### config.mk
export PLATFORM = sky130hd
export DESIGN_NAME = uart_tx_mmio
export DESIGN_NICKNAME = d
export VERILOG_FILES = /design/src/rtl/uart_tx_mmio_pkg.sv /design/src/rtl/uart_tx_fifo.sv /design/src/rtl/uart_tx_mmio.sv
export SDC_FILE = /design/constraint.sdc
export NUM_CORES = 1
export LEC_CHECK = 0
export CORE_ASPECT_RATIO = 1.25
export CORE_MARGIN = 2
export CORE_UTILIZATION = 58
export CTS_CLUSTER_DIAMETER = 120
export DETAILED_ROUTE_END_ITERATION = 10
export DONT_BUFFER_PORTS = 1
export GPL_TIMING_DRIVEN = 0
export PLACE_DENSITY = 0.74
export SYNTH_ARGS = -nofsm -noshare
export SYNTH_HDL_FRONTEND = slang
export SYNTH_SLANG_ARGS = --single-unit
### constraint.sdc
create_clock -name clk -period 3.3 [get_ports clk]
set_input_delay 0 -clock clk [delete_from_list [all_inputs] [get_ports clk]]
set_output_delay 0 -clock clk [all_outputs]
set_load 0.05 [all_outputs]
### src/rtl/uart_tx_mmio_pkg.sv
// Shared definitions for the memory-mapped UART transmitter: register offsets,
// STATUS/CTRL register layouts and serializer state encodings.
package uart_tx_mmio_pkg;

    localparam logic [3:0] OFF_TXDATA = 4'h0;
    localparam logic [3:0] OFF_STATUS = 4'h4;
    localparam logic [3:0] OFF_CTRL   = 4'h8;

    typedef enum logic [1:0] {
        ST_IDLE  = 2'd0,
        ST_START = 2'd1,
        ST_DATA  = 2'd2,
        ST_STOP  = 2'd3
    } tx_state_t;

    typedef struct packed {
        logic [15:0] rsvd_hi;
        logic [7:0]  count;
        logic [2:0]  rsvd_lo;
        logic        overflow;
        logic        irq_pending;
        logic        busy;
        logic        full;
        logic        empty;
    } status_t;

    typedef struct packed {
        logic [29:0] rsvd;
        logic        irq_en;
        logic        tx_en;
    } ctrl_t;

endpackage

### src/rtl/uart_tx_fifo.sv
// Byte-wide TX FIFO; the caller qualifies i_push (never push when full
// without a same-cycle pop) and i_pop (never pop when empty).
module uart_tx_fifo #(
    parameter int unsigned DEPTH = 8
) (
    input  logic                  clk,
    input  logic                  reset,
    input  logic                  i_push,
    input  logic                  i_pop,
    input  logic [7:0]            i_din,
    output logic [7:0]            o_dout_c,
    output logic                  o_empty_c,
    output logic                  o_full_c,
    output logic [$clog2(DEPTH):0] o_count
);
    localparam int unsigned AW = $clog2(DEPTH);
    localparam int unsigned CW = AW + 1;

    logic [7:0]    r_mem [DEPTH];
    logic [AW-1:0] r_wptr;
    logic [AW-1:0] r_rptr;
    logic [CW-1:0] r_count;

    // Storage carries no reset; only the pointers and count define validity.
    always_ff @(posedge clk) begin
        if (i_push) begin
            r_mem[r_wptr] <= i_din;
        end
    end

    always_ff @(posedge clk or negedge reset) begin
        if (!reset) begin
            r_wptr  <= '0;
            r_rptr  <= '0;
            r_count <= '0;
        end else begin
            if (i_push) begin
                r_wptr <= r_wptr + AW'(1);
            end
            if (i_pop) begin
                r_rptr <= r_rptr + AW'(1);
            end
            r_count <= r_count + CW'(i_push) - CW'(i_pop);
        end
    end

    assign o_dout_c  = r_mem[r_rptr];
    assign o_empty_c = (r_count == '0);
    assign o_full_c  = (r_count == CW'(DEPTH));
    assign o_count   = r_count;

endmodule

### src/rtl/uart_tx_mmio.sv
// Memory-mapped 8N1 UART transmitter: bus decode, STATUS/CTRL registers,
// TX FIFO and serializer. Define UART_TX_IRQ_EN to build the TX-done interrupt.
module uart_tx_mmio
    import uart_tx_mmio_pkg::*;
#(
    parameter logic [31:0] BASE_ADDR    = 32'h4000_0040,
    parameter int unsigned CLKS_PER_BIT = 5208,
    parameter int unsigned FIFO_DEPTH   = 8
) (
    input  logic        clk,
    input  logic        reset,
    input  logic        rd,
    input  logic        wr,
    input  logic [31:0] addr,
    input  logic [31:0] wdata,
    output logic [31:0] rdata,
    output logic        uart_tx,
    output logic        irqout
);
    localparam int unsigned CW = $clog2(FIFO_DEPTH) + 1;
    localparam int unsigned BW = $clog2(CLKS_PER_BIT);
    localparam logic [BW-1:0] BAUD_RELOAD = BW'(CLKS_PER_BIT - 1);

    tx_state_t     r_state;
    logic [BW-1:0] r_baud;
    logic [2:0]    r_bit;
    logic [7:0]    r_shift;
    logic          r_tx;
    logic          r_tx_en;
    logic          r_overflow;

    logic          w_hit;
    logic          w_wr_tx;
    logic          w_wr_st;
    logic          w_wr_ctrl;
    logic          w_pop;
    logic          w_push_ok;
    logic          w_empty;
    logic          w_full;
    logic [CW-1:0] w_count;
    logic [7:0]    w_dout;
    logic          w_stop_end;
    logic          w_irq_pend_rd;
    logic          w_irq_en_rd;
    status_t       w_wstat;
    ctrl_t         w_wctrl;
    status_t       w_status;
    ctrl_t         w_ctrl;
    logic          w_unused;

    assign w_hit = (addr[31:4] == BASE_ADDR[31:4]) &&
                   (addr[3:0] inside {OFF_TXDATA, OFF_STATUS, OFF_CTRL});
    assign w_wr_tx   = wr && w_hit && (addr[3:0] == OFF_TXDATA);
    assign w_wr_st   = wr && w_hit && (addr[3:0] == OFF_STATUS);
    assign w_wr_ctrl = wr && w_hit && (addr[3:0] == OFF_CTRL);
    assign w_wstat   = status_t'(wdata);
    assign w_wctrl   = ctrl_t'(wdata);
    assign w_unused  = ^{w_wstat, w_wctrl};

    assign w_pop      = (r_state == ST_IDLE) && r_tx_en && !w_empty;
    assign w_push_ok  = w_wr_tx && (!w_full || w_pop);
    assign w_stop_end = (r_state == ST_STOP) && (r_baud == '0);

    uart_tx_fifo #(
        .DEPTH (FIFO_DEPTH)
    ) u_fifo (
        .clk       (clk),
        .reset     (reset),
        .i_push    (w_push_ok),
        .i_pop     (w_pop),
        .i_din     (wdata[7:0]),
        .o_dout_c  (w_dout),
        .o_empty_c (w_empty),
        .o_full_c  (w_full),
        .o_count   (w_count)
    );

    // Control and sticky overflow; a dropped push beats a same-cycle clear.
    always_ff @(posedge clk or negedge reset) begin
        if (!reset) begin
            r_tx_en    <= 1'b0;
            r_overflow <= 1'b0;
        end else begin
            if (w_wr_ctrl) begin
                r_tx_en <= w_wctrl.tx_en;
            end
            if (w_wr_tx && !w_push_ok) begin
                r_overflow <= 1'b1;
            end else if (w_wr_st && w_wstat.overflow) begin
                r_overflow <= 1'b0;
            end
        end
    end

    // Serializer; the line register follows the state one cycle later.
    always_ff @(posedge clk or negedge reset) begin
        if (!reset) begin
            r_state <= ST_IDLE;
            r_baud  <= '0;
            r_bit   <= '0;
            r_shift <= '0;
            r_tx    <= 1'b1;
        end else begin
            case (r_state)
                ST_IDLE: begin
                    r_tx <= 1'b1;
                    if (w_pop) begin
                        r_shift <= w_dout;
                        r_baud  <= BAUD_RELOAD;
                        r_state <= ST_START;
                    end
                end
                ST_START: begin
                    r_tx <= 1'b0;
                    if (r_baud == '0) begin
                        r_baud  <= BAUD_RELOAD;
                        r_bit   <= '0;
                        r_state <= ST_DATA;
                    end else begin
                        r_baud <= r_baud - BW'(1);
                    end
                end
                ST_DATA: begin
                    r_tx <= r_shift[r_bit];
                    if (r_baud == '0) begin
                        r_baud <= BAUD_RELOAD;
                        r_bit  <= r_bit + 3'd1;
                        if (r_bit == 3'd7) begin
                            r_state <= ST_STOP;
                        end
                    end else begin
                        r_baud <= r_baud - BW'(1);
                    end
                end
                default: begin
                    r_tx <= 1'b1;
                    if (r_baud == '0) begin
                        r_state <= ST_IDLE;
                    end else begin
                        r_baud <= r_baud - BW'(1);
                    end
                end
            endcase
        end
    end

`ifdef UART_TX_IRQ_EN
    logic r_irq_pending;
    logic r_irq_en;
    logic r_irqout;
    logic w_irq_pend_nxt;
    logic w_irq_en_nxt;

    // Set at the end of the last queued frame; set wins over W1C.
    assign w_irq_pend_nxt = (w_stop_end && w_empty) ? 1'b1 :
                            (w_wr_st && w_wstat.irq_pending) ? 1'b0 : r_irq_pending;
    assign w_irq_en_nxt   = w_wr_ctrl ? w_wctrl.irq_en : r_irq_en;

    always_ff @(posedge clk or negedge reset) begin
        if (!reset) begin
            r_irq_pending <= 1'b0;
            r_irq_en      <= 1'b0;
            r_irqout      <= 1'b0;
        end else begin
            r_irq_pending <= w_irq_pend_nxt;
            r_irq_en      <= w_irq_en_nxt;
            r_irqout      <= w_irq_pend_nxt & w_irq_en_nxt;
        end
    end

    assign w_irq_pend_rd = r_irq_pending;
    assign w_irq_en_rd   = r_irq_en;
    assign irqout        = r_irqout;
`else
    assign w_irq_pend_rd = 1'b0;
    assign w_irq_en_rd   = 1'b0;
    assign irqout        = 1'b0;
`endif

    always_comb begin
        w_status             = '0;
        w_status.count       = 8'(w_count);
        w_status.overflow    = r_overflow;
        w_status.irq_pending = w_irq_pend_rd;
        w_status.busy        = (r_state != ST_IDLE);
        w_status.full        = w_full;
        w_status.empty       = w_empty;
        w_ctrl               = '0;
        w_ctrl.tx_en         = r_tx_en;
        w_ctrl.irq_en        = w_irq_en_rd;
    end

    always_comb begin
        rdata = '0;
        if (rd && w_hit) begin
            case (addr[3:0])
                OFF_STATUS: rdata = w_status;
                OFF_CTRL:   rdata = w_ctrl;
                default:    rdata = '0;
            endcase
        end
    end

    assign uart_tx = r_tx;

endmodule

==> results.tsv, run 1 <==
stage	metric	value	unit
run_status	status	complete, but fails checks	
run_status	failing checks	setup timing	
logic_synthesis	Synth Register Bits	103	
placement	# port buffers	0	
placement	placer congestion estimate	0.8367	
timing	max-slew violation count	0	
timing	Worst-Margin Slew	1.066	ns
clock_tree	CTS max path bufs	2	
logic_synthesis	post-synthesis mux area share	0.1070	
clock_tree	Root Buffer Master	clkbuf_8	
logic_synthesis	asr flop ratio synth	0.3786	
die	Die X-Extent	88.15	um
critical_path	Crit Path Class	register to register	
die	starting density of the core	0.5933	
placement	DP Area	5391	sq um
final_layout	final core utilization	0.6648	
logic_synthesis	Post-Synth Adder-Cell Area	0.04046	
route	DR vias	3246	
final_layout	post-route cell area	5753	sq um
die	row count	38	
grt	total track usage	0.2115	
grt	global-route wire length before repair	15660	um
final_layout	share of post-route cells with drive strength above 1	0.2009	
logic_synthesis	Top FF cell, synth	edfxtp_1	
critical_path	Worst Setup SP	r_state[0]$_DFFE_PN0P_	
clock_tree	Clock Latency Late Sink	0.35	ns
critical_path	Worst setup EP type	register	
critical_path	CP Cell Sequence	inv_1 > ha_1 > buf_2 > nand2_1 > o21ai_0 > or4b_1 > clkbuf_1 > nor4_2	
logic_synthesis	post-synthesis sequential area ratio	0.5647	
logic_synthesis	synth top area cells	edfxtp_1, dfrtp_1, mux4_2	
timing	Tmin final	3.449	ns
clock_tree	Sinks on Clock Net	103	
final_layout	Layout area overhead	12.06	%
logic_synthesis	yosys warns	0	
final_layout	Final Net Count	517	
power	leakage	0.002189	uW
logic_synthesis	EDFF count, synth	64	
worst_hold_path	hold-critical path endpoint	r_overflow$_DFFE_PN0P_	
power	worst vdd ir	0.3911	mV
critical_path	WP buf/inv	3	
timing	final setup violation count	16	
logic_synthesis	Netlist Area Pre-Place	5134	sq um
final_layout	final std cells w/o fill	558	
logic_synthesis	top cell type's share of synthesized area	0.3744	
logic_synthesis	main combinational cell family by area after synthesis	simple AND/OR/NAND/NOR gates	
timing	f_max	289.9	MHz
grt	pin count of the biggest net entering global routing	40	
route	post-route ant nets	0	
clock_tree	total CTS buffers	9	
critical_path	Top delay family on crit path	simple AND/OR/NAND/NOR gates	
logic_synthesis	Cell variety after synth	57	
placement	DP Cell Count	528	
logic_synthesis	synthesized instance count	384	
route	Iter 0 DRT Violations	224	
critical_path	peak fanout along the critical path	10	
worst_hold_path	WHS Path Cells	4	
timing	WHS	0.02380	ns
timing	max_slew headroom	0.2835	
logic_synthesis	Yosys top cell by area	edfxtp_1	
worst_hold_path	Hold Path Origin	addr[8]	
critical_path	worst r2r dst	u_fifo.r_mem[0][6]$_DFFE_PP_	
timing	RSZ-0062 raised after global routing	yes	
critical_path	RR Startpoint	r_state[0]$_DFFE_PN0P_	
clock_tree	CTS H-Tree Depth	3	
timing	Worst Skew	0.009749	ns
power	pwr/cell area	387.8	nW/um^2
critical_path	slowest stage cell, crit path	nor4_2	
grt	vias in the first global route	3180	
critical_path	Max stage delay on crit path	0.88	ns
route	drt wl/cell	17.26	um
route	Avg Vias per Cell	5.817	
route	DR DRC count	0	
timing	final hold violations	0	
die	Die ar.	9625	sq um
die	io pins	102	
worst_hold_path	HP Class	input port to register	
die	Die H	109.2	um
route	WL final	9629	um
critical_path	R2R depth	8	
critical_path	Reg2Reg Setup Slack	-0.15	ns
timing	final period utilization	1.045	
logic_synthesis	xor-xnor portion of the synthesized cell area	0.01024	
route	first-pass iteration count of the detailed router	4	
placement	final HPWL from detailed placement	7020	um
grt	initial antenna violation count	0	
critical_path	critical path arrival	3.43	ns
critical_path	CP required	3.28	ns
clock_tree	Clock Pin Slew Worst Setup and Hold Paths	0.10	ns
grt	GRT overflow	0	
job	max_cap viols	0	
clock_tree	CTS tree	built	
logic_synthesis	Synth Area in Compound Gates	0.07482	
timing	setup ws final	-0.1494	ns
logic_synthesis	synthesized area per cell	13.37	sq um
final_layout	ant diodes	0	
critical_path	critical path launch point type	register	
die	Core ar.	8653	sq um
logic_synthesis	simple-gate share of the synthesized area	0.1467	
==> power by group <==
group          leakage [uW]  internal (uW)  switching, uW
sequential          0.00110           1370          0.398
combinational       0.00101           38.0           94.4
clock             0.0000825            287            441
total               0.00219           1690            536
==> worst max-delay path by stage <==
stage / to / cells after the start / slack (ns)
after global placement: u_fifo.r_mem[2][5]$_DFFE_PP_ / 8 / -0.37
after CTS: u_fifo.r_mem[4][1]$_DFFE_PP_ / 8 / -0.25
final: u_fifo.r_mem[0][6]$_DFFE_PP_ / 8 / -0.15
after global routing: u_fifo.r_mem[2][2]$_DFFE_PP_ / 8 / -0.32
after floorplan: u_fifo.r_mem[0][0]$_DFFE_PP_ / 8 / 0.31
after detailed placement: u_fifo.r_mem[5][5]$_DFFE_PP_ / 8 / -0.28
==> layout make-up <==
cell class,instances,area (sq um)
Fill cell,641,2900
Clock buffer,10,127.6
Clock inverter,6,53.80
Tap cell,120,150.1
Inverter,9,33.78
Timing Repair Buffer,14,150.1
Buffer,40,250.2
Multi-Input combinational cell,256,2088
Sequential cell,103,2899
==> per-layer routing <==
| layer | global-route usage | share of wire |
|---|---|---|
| met2 | 0.3647 | 0.54 |
| met5 | 0 | 0 |
| met1 | 0.2733 | 0.41 |
| met4 | 0.06494 | 0.017 |
| met3 | 0.03785 | 0.033 |
==> synthesized netlist by cell type, types with 5 or more instances <==
| library cell | count |
|---|---|
| edfxtp_1 | 64 |
| dfrtp_1 | 38 |
| buf_4 | 25 |
| a21oi_1 | 21 |
| mux4_2 | 18 |
| nor2_1 | 18 |
| ha_1 | 15 |
| nor4_1 | 14 |
| nor3_1 | 13 |
| nand2_1 | 12 |
| mux2i_1 | 11 |
| and4_1 | 10 |
| inv_1 | 9 |
| nor2b_1 | 7 |
| clkbuf_1 | 6 |
| nand3_1 | 6 |
| nand4_1 | 6 |
| and3_1 | 5 |
| buf_2 | 5 |
| o41ai_1 | 5 |
==> sequential cells by signal, indices dropped and copies added (netlist names) <==
| register | count |
|---|---|
| u_fifo.r_mem | 64 |
| r_baud | 13 |
| r_shift | 8 |
| u_fifo.o_count | 4 |
| r_bit | 3 |
| u_fifo.r_rptr | 3 |
| u_fifo.r_wptr | 3 |
| r_state | 2 |
| r_overflow | 1 |
| r_tx_en | 1 |
| uart_tx | 1 |
==> cells by family (layout without fill, tap and decap cells) <==
logic type	Yosys count	count (layout)
AND/OR/NAND/NOR	123	123
AO/OA/AOI/OAI	54	54
multiplexers	32	32
other	1	25
XOR/XNOR	6	6
adder cells (fa/ha/maj)	16	16
buffers and inverters	49	79
flip-flops	103	103
==> tightest hold or removal path, stage by stage <==
cell     delay (ns)
nor2b_1        0.03
nand4_1        0.15
o31ai_1        0.10
o31ai_1        0.06
==> stage by stage <==
step / total power (uW) / TNS (ns) / setup slack, ns
after detailed placement: 1497 / -9.834 / -0.2776
after global routing: 2305 / -11.02 / -0.3182
final: 2231 / -1.603 / -0.1494
after CTS: 2243 / -7.582 / -0.2545
after floorplan: 1494 / 0 / 0.3065
after global placement: 1496 / -9.344 / -0.3689
==> what timing repair did <==
item,4_1_cts,5_1_grt
setup endpoints to repair,56,65
hold buffers,14,0
setup buffers,0,0
gates resized for setup,2,4
hold endpoints to repair,105,0
gates cloned,0,0
==> layout by cell type (no fill, tap or decap), types with 3 or more instances in the layout <==
cell type,count
inv_1,9
dlygate4sd3_1,13
mux4_2,18
and3_1,5
clkinvlp_4,3
mux2_2,3
a22o_1,3
ha_1,15
clkbuf_8,9
dfrtp_1,38
or4_1,4
nor3_1,7
buf_2,5
nor3b_1,3
or3_1,3
nand3_1,6
o41ai_1,5
nor4_1,12
nand4_1,6
nor3_2,6
o31ai_1,4
clkbuf_1,7
o21ai_0,3
buf_4,25
and4_1,10
nand2b_1,3
nor2b_1,7
mux2i_1,11
or2_2,3
or4b_2,3
a21oi_1,21
conb_1,25
xnor2_1,3
buf_1,4
nand2_1,12
edfxtp_1,64
nor2_1,18
xor2_1,3
No activity file was read; power rests on OpenSTA's default activity.
==> run 2: changes to the inputs <==
--- a/config.mk
+++ b/config.mk
@@ -7,12 +7,12 @@
 export LEC_CHECK = 0
 export CORE_ASPECT_RATIO = 1.25
 export CORE_MARGIN = 2
-export CORE_UTILIZATION = 58
+export CORE_UTILIZATION = 55
 export CTS_CLUSTER_DIAMETER = 120
 export DETAILED_ROUTE_END_ITERATION = 10
 export DONT_BUFFER_PORTS = 1
 export GPL_TIMING_DRIVEN = 0
-export PLACE_DENSITY = 0.74
+export PLACE_DENSITY = 0.7
 export SYNTH_ARGS = -nofsm -noshare
 export SYNTH_HDL_FRONTEND = slang
 export SYNTH_SLANG_ARGS = --single-unit
==> constraint.sdc (replaced) <==
create_clock -name clk -period 4 [get_ports clk]
set_input_delay 0 -clock clk [delete_from_list [all_inputs] [get_ports clk]]
set_output_delay 0 -clock clk [all_outputs]
set_load 0.05 [all_outputs]
==> run 2 against run 1 <==
The run now ends clean. Die area is 5.2% higher. Worst setup slack better by 0.54 ns. Utilization is 2.0 points lower. Sequential power is 18% lower. Critical path type unchanged.
==> results.tsv, run 2 (synthesis results as in run 1) <==
stage	metric	value	unit
run_status	status	finished clean	
clock_tree	Root Buffer Master	clkbuf_16	
route	Iter 0 DRT Violations	181	
job	max_cap viols	0	
clock_tree	CTS max path bufs	2	
grt	initial antenna violation count	0	
timing	final period utilization	0.9030	
placement	placer congestion estimate	0.8530	
die	Core ar.	9125	sq um
worst_hold_path	hold-critical path endpoint	r_overflow$_DFFE_PN0P_	
die	starting density of the core	0.5626	
power	Sequential Power Share	0.532	
grt	GRT overflow	0	
final_layout	area of the multi-input gates	2078	sq um
route	DR vias	3263	
grt	Global Route met1 Usage	0.2501	
power	Int Pwr	1655	uW
die	Die H	112.0	um
die	Die X-Extent	90.41	um
timing	Tmin final	3.612	ns
timing	max_slew headroom	0.1262	
critical_path	Worst setup EP type	register	
clock_tree	Clock Pin Slew Worst Setup and Hold Paths	0.07	ns
critical_path	critical path launch point type	register	
critical_path	WP buf/inv	3	
clock_tree	Sinks on Clock Net	103	
placement	# port buffers	0	
timing	RSZ-0062 raised after global routing	no	
die	io pins	102	
timing	final setup violation count	0	
timing	max-slew violation count	0	
critical_path	CP required	3.95	ns
grt	vias in the first global route	3273	
timing	f_max	276.8	MHz
final_layout	share of post-route cells with drive strength above 1	0.2023	
route	drt wl/cell	18.05	um
timing	Post-Route Setup TNS	0	ns
grt	total track usage	0.2101	
clock_tree	CTS tree	built	
route	post-route ant nets	0	
final_layout	Final Net Count	519	
clock_tree	total CTS buffers	9	
critical_path	Max stage delay on crit path	1.10	ns
route	Avg Vias per Cell	5.796	
final_layout	# fillers	706	
worst_hold_path	HP Class	input port to register	
clock_tree	Clock Latency Late Sink	0.34	ns
power	Psw	470.7	uW
timing	Worst Skew	0.006206	ns
final_layout	ant diodes	0	
worst_hold_path	Hold Path Origin	addr[25]	
power	leakage	0.002261	uW
timing	Worst-Margin Slew	1.301	ns
grt	busiest grt layer	met2	
route	DR DRC count	0	
final_layout	max reg flops	64	
critical_path	slowest stage cell, crit path	nor3_1	
power	worst vdd ir	0.2847	mV
power	Clk pwr share	0.417	
power	Sw Share	0.2214	
final_layout	most common cell after layout, fill and taps aside	edfxtp_1	
critical_path	R2R depth	8	
placement	final HPWL from detailed placement	7175	um
critical_path	Crit Path Class	register to register	
die	Die ar.	10130	sq um
clock_tree	number of gates resized after CTS	0	
critical_path	Reg2Reg Setup Slack	0.39	ns
critical_path	Top delay family on crit path	simple AND/OR/NAND/NOR gates	
critical_path	CP Cell Sequence	inv_1 > ha_1 > buf_2 > nand2_1 > o21ai_0 > or4b_1 > clkbuf_1 > nor3_1	
final_layout	Layout area overhead	14.62	%
timing	final hold violations	0	
critical_path	critical path arrival	3.57	ns
final_layout	Biggest register	u_fifo.r_mem	
route	WL final	10160	um
critical_path	peak fanout along the critical path	10	
final_layout	final core utilization	0.6449	
final_layout	flip-flop and latch area	2899	sq um
critical_path	RR Startpoint	r_state[0]$_DFFE_PN0P_	
grt	met3 usage	0.04698	
grt	global-route wire length before repair	16350	um
power	Gate power share	0.051	
power	pwr/cell area	361.3	nW/um^2
grt	met2 usage	0.3805	
final_layout	largest registers	u_fifo.r_mem: 64 flops, r_baud: 13 flops, r_shift: 8 flops	
grt	pin count of the biggest net entering global routing	40	
clock_tree	CTS H-Tree Depth	3	
final_layout	most frequent cells in the layout	edfxtp_1, dfrtp_1, buf_4, conb_1, a21oi_1	
critical_path	worst r2r dst	u_fifo.r_mem[1][7]$_DFFE_PP_	
worst_hold_path	WHS Path Cells	4	
die	row count	39	
route	first-pass iteration count of the detailed router	4	
## run 2: routing by layer
metal	wire, um	part of all wire
met1	4159	0.41
met2	5590	0.55
met3	327	0.032
met4	85	0.0084
met5	0	0
## run 2: worst register-to-register path, delay by kind of cell, from the launching register on
family / cells / cell delay [ns]
simple gates: 3 / 1.70
compound gates: 1 / 0.34
fa+ha+maj: 1 / 0.15
buf+inv: 3 / 0.60
flops: 1 / 0.44
## run 2: repair_timing
item | in CTS | in global routing
setup buffers | 0 | 0
endpoints found under the hold margin | 105 | 0
hold buffers | 14 | 0
## run 2: worst max path at each step
| stage | start | endpoint | slack [ns] | depth (start not counted) |
|---|---|---|---|---|
| after floorplan | r_state[0]$_DFFE_PN0P_ | u_fifo.r_mem[0][0]$_DFFE_PP_ | 1.01 | 8 |
| after detailed placement | r_state[0]$_DFFE_PN0P_ | u_fifo.r_mem[1][5]$_DFFE_PP_ | 0.37 | 8 |
| after global placement | r_state[0]$_DFFE_PN0P_ | u_fifo.r_mem[2][5]$_DFFE_PP_ | 0.17 | 8 |
| after global routing | r_state[0]$_DFFE_PN0P_ | u_fifo.r_mem[1][7]$_DFFE_PP_ | 0.17 | 8 |
| final | r_state[0]$_DFFE_PN0P_ | u_fifo.r_mem[1][7]$_DFFE_PP_ | 0.39 | 8 |
| after CTS | r_state[0]$_DFFE_PN0P_ | u_fifo.r_mem[1][7]$_DFFE_PP_ | 0.35 | 8 |
## run 2: power by group through the flow
stage | Clock (uW) | Combinational [uW] | Sequential, uW
finish | 885 | 109 | 1130
floorplan | 0 | 78.4 | 1150
CTS | 896 | 109 | 1130
global placement | 0 | 79.9 | 1150
detailed placement | 0 | 80.3 | 1150
global route | 948 | 116 | 1130
## run 2: final cells by class
cell class	instances	area share
Clock buffer	9	0.03827
Clock inverter	7	0.01340
Buffer	40	0.04253
Timing Repair Buffer	16	0.02807
Multi-Input combinational cell	256	0.3532
Inverter	9	0.005741
Sequential cell	103	0.4927
Tap cell	123	0.02615
## run 2: through the flow
stage	hold slack, ns	cell area (sq um)	std cells	power (uW)	setup WS (ns)
finish	0.01947	5884	563	2126	0.3879
global route	0.03714	5884	563	2195	0.1695
CTS	0.01054	5884	563	2136	0.3494
detailed placement	-0.2940	5430	533	1235	0.3743
global placement	-0.2945	5378	531	1234	0.1721
floorplan	-0.2956	5224	408	1233	1.007
==> run 3: changes to the inputs <==
--- a/config.mk
+++ b/config.mk
@@ -5,7 +5,6 @@
 export SDC_FILE = /design/constraint.sdc
 export NUM_CORES = 1
 export LEC_CHECK = 0
-export CORE_ASPECT_RATIO = 1.25
 export CORE_MARGIN = 2
 export CORE_UTILIZATION = 55
 export CTS_CLUSTER_DIAMETER = 120
==> run 3 against run 2 <==
Combinational power about the same. Maximum frequency decreased by 2.5%. Final area decreased by 1.6%. Flip-flop and latch count unchanged. Critical endpoint is now u_fifo.r_mem[5][2]$_DFFE_PP_.
==> results.tsv, run 3 (synthesis results as in run 1) <==
stage	metric	value	unit
final_layout	ant diodes	0	
route	DR vias	3280	
power	worst vdd ir	0.2783	mV
worst_hold_path	WHS Path Cells	3	
timing	Tmin final	3.706	ns
clock_tree	Clock Pin Slew Worst Setup and Hold Paths	0.11	ns
final_layout	most frequent cells in the layout	edfxtp_1, dfrtp_1, buf_4, conb_1, a21oi_1	
placement	# port buffers	0	
grt	initial antenna violation count	0	
critical_path	CP required	3.99	ns
placement	placer congestion estimate	0.8803	
timing	final hold violations	0	
placement	final HPWL from detailed placement	6903	um
final_layout	Layout area overhead	12.80	%
die	row count	35	
clock_tree	Root Buffer Master	clkbuf_8	
worst_hold_path	Hold Path Origin	addr[2]	
critical_path	R2R depth	8	
timing	max-slew violation count	0	
route	DR DRC count	0	
grt	total track usage	0.2100	
critical_path	peak fanout along the critical path	10	
clock_tree	total CTS buffers	9	
job	max_cap viols	0	
final_layout	post-route cell area	5791	sq um
route	WL final	9850	um
final_layout	largest registers	u_fifo.r_mem: 64 flops, r_baud: 13 flops, r_shift: 8 flops	
timing	RSZ-0062 raised after global routing	no	
critical_path	RR Startpoint	r_state[0]$_DFFE_PN0P_	
placement	DP Cell Count	521	
final_layout	Biggest register	u_fifo.r_mem	
grt	pin count of the biggest net entering global routing	40	
timing	max_slew headroom	0.1114	
die	Die ar.	10120	sq um
worst_hold_path	hold-critical path endpoint	u_fifo.r_wptr[2]$_DFFE_PN0P_	
clock_tree	Sinks on Clock Net	103	
clock_tree	CTS max path bufs	2	
timing	final setup violation count	0	
power	Tot Pwr	1921	uW
die	Core ar.	9153	sq um
grt	vias in the first global route	3204	
route	drt wl/cell	17.84	um
clock_tree	CTS tree	built	
final_layout	max reg flops	64	
critical_path	worst r2r dst	u_fifo.r_mem[5][2]$_DFFE_PP_	
critical_path	Worst Setup SP	r_state[0]$_DFFE_PN0P_	
critical_path	Worst setup EP type	register	
final_layout	most common cell after layout, fill and taps aside	edfxtp_1	
power	leakage	0.002233	uW
grt	GRT overflow	0	
placement	DP Area	5395	sq um
route	post-route ant nets	0	
clock_tree	Clock Latency Late Sink	0.38	ns
clock_tree	Post-CTS Setup Inserts	0	
final_layout	# fillers	698	
timing	f_max	269.8	MHz
route	Iter 0 DRT Violations	164	
die	starting density of the core	0.5609	
timing	Worst-Margin Slew	1.323	ns
final_layout	Final Net Count	520	
run_status	status	finished clean	
timing	WHS	0.02148	ns
critical_path	Crit Path Class	register to register	
die	Die X-Extent	100.6	um
critical_path	Reg2Reg Setup Slack	0.29	ns
worst_hold_path	HP Class	input port to register	
critical_path	critical path launch point type	register	
power	pwr/cell area	331.7	nW/um^2
final_layout	share of post-route cells with drive strength above 1	0.1995	
final_layout	final std cells w/o fill	552	
route	first-pass iteration count of the detailed router	4	
critical_path	critical path arrival	3.69	ns
route	Avg Vias per Cell	5.942	
die	io pins	102	
timing	Worst Skew	0.01250	ns
timing	final period utilization	0.9265	
clock_tree	number of gates resized after CTS	0	
clock_tree	CTS H-Tree Depth	3	
die	Die H	100.6	um
grt	global-route wire length before repair	16340	um
-- run 3: changes by cell type in the layout (fill, tap and decap cells not counted), moves of 2 or more --
cell        change
clkbuf_16       -9
clkinv_8        +3
clkinvlp_4      -2
clkbuf_8        +9
-- run 3: per-layer routing --
metal	up-vias	track usage	wire length, um
li1	1566	-	-
met1	1625	0.2748	4271
met2	80	0.3544	5083
met3	9	0.04854	415
met4	0	0.05796	80
met5	-	0	0
-- run 3: report_power, final --
group          switching [uW]  internal [uW]
combinational            77.3           31.4
clock                     420            261
sequential              0.328           1130
-- run 3: area by class of cell --
| cell class | count | area [sq um] | area share |
|---|---|---|---|
| repair buffers | 17 | 175.2 | 0.03025 |
| inverters | 9 | 33.78 | 0.005834 |
| flip-flops and latches | 103 | 2899 | 0.5006 |
| clock inverters | 7 | 96.34 | 0.01664 |
| clock buffers | 9 | 123.9 | 0.02139 |
| multi-input cells | 256 | 2073 | 0.3580 |
| well taps | 111 | 138.9 | 0.02398 |
| plain buffers | 40 | 250.2 | 0.04322 |
-- run 3: repair_timing --
| item | in CTS | in global routing |
|---|---|---|
| hold buffers | 15 | 0 |
| setup endpoints to repair | 0 | 0 |
| hold endpoints to repair | 105 | 0 |
-- run 3: how the worst max path moves through the flow --
stage,endpoint,cells past startpoint,slack (ns)
2_1_floorplan,u_fifo.r_mem[0][0]$_DFFE_PP_,8,1.01
3_3_place_gp,u_fifo.r_mem[0][7]$_DFFE_PP_,8,-0.02
3_5_place_dp,u_fifo.r_mem[1][7]$_DFFE_PP_,8,0.28
4_1_cts,u_fifo.r_mem[1][2]$_DFFE_PP_,8,0.25
5_1_grt,u_fifo.r_mem[5][2]$_DFFE_PP_,8,0.03
6_report,u_fifo.r_mem[5][2]$_DFFE_PP_,8,0.29
-- run 3: per-stage QoR --
step / setup slack (ns) / setup TNS, ns / util
after floorplan: 1.007 / 0 / -
after global placement: -0.01849 / -0.1456 / 0.5859
after detailed placement: 0.2815 / 0 / 0.5895
after CTS: 0.2481 / 0 / 0.6310
after global routing: 0.02544 / 0 / 0.6327
final: 0.2938 / 0 / 0.6327
-- run 3: critical path, stage by stage (launching register included) --
cell,delay (ns)
dfrtp_1,0.45
inv_1,0.10
ha_1,0.14
buf_2,0.23
nand2_1,0.11
o21ai_0,0.41
or4b_1,0.49
clkbuf_1,0.28
nor3_1,1.11
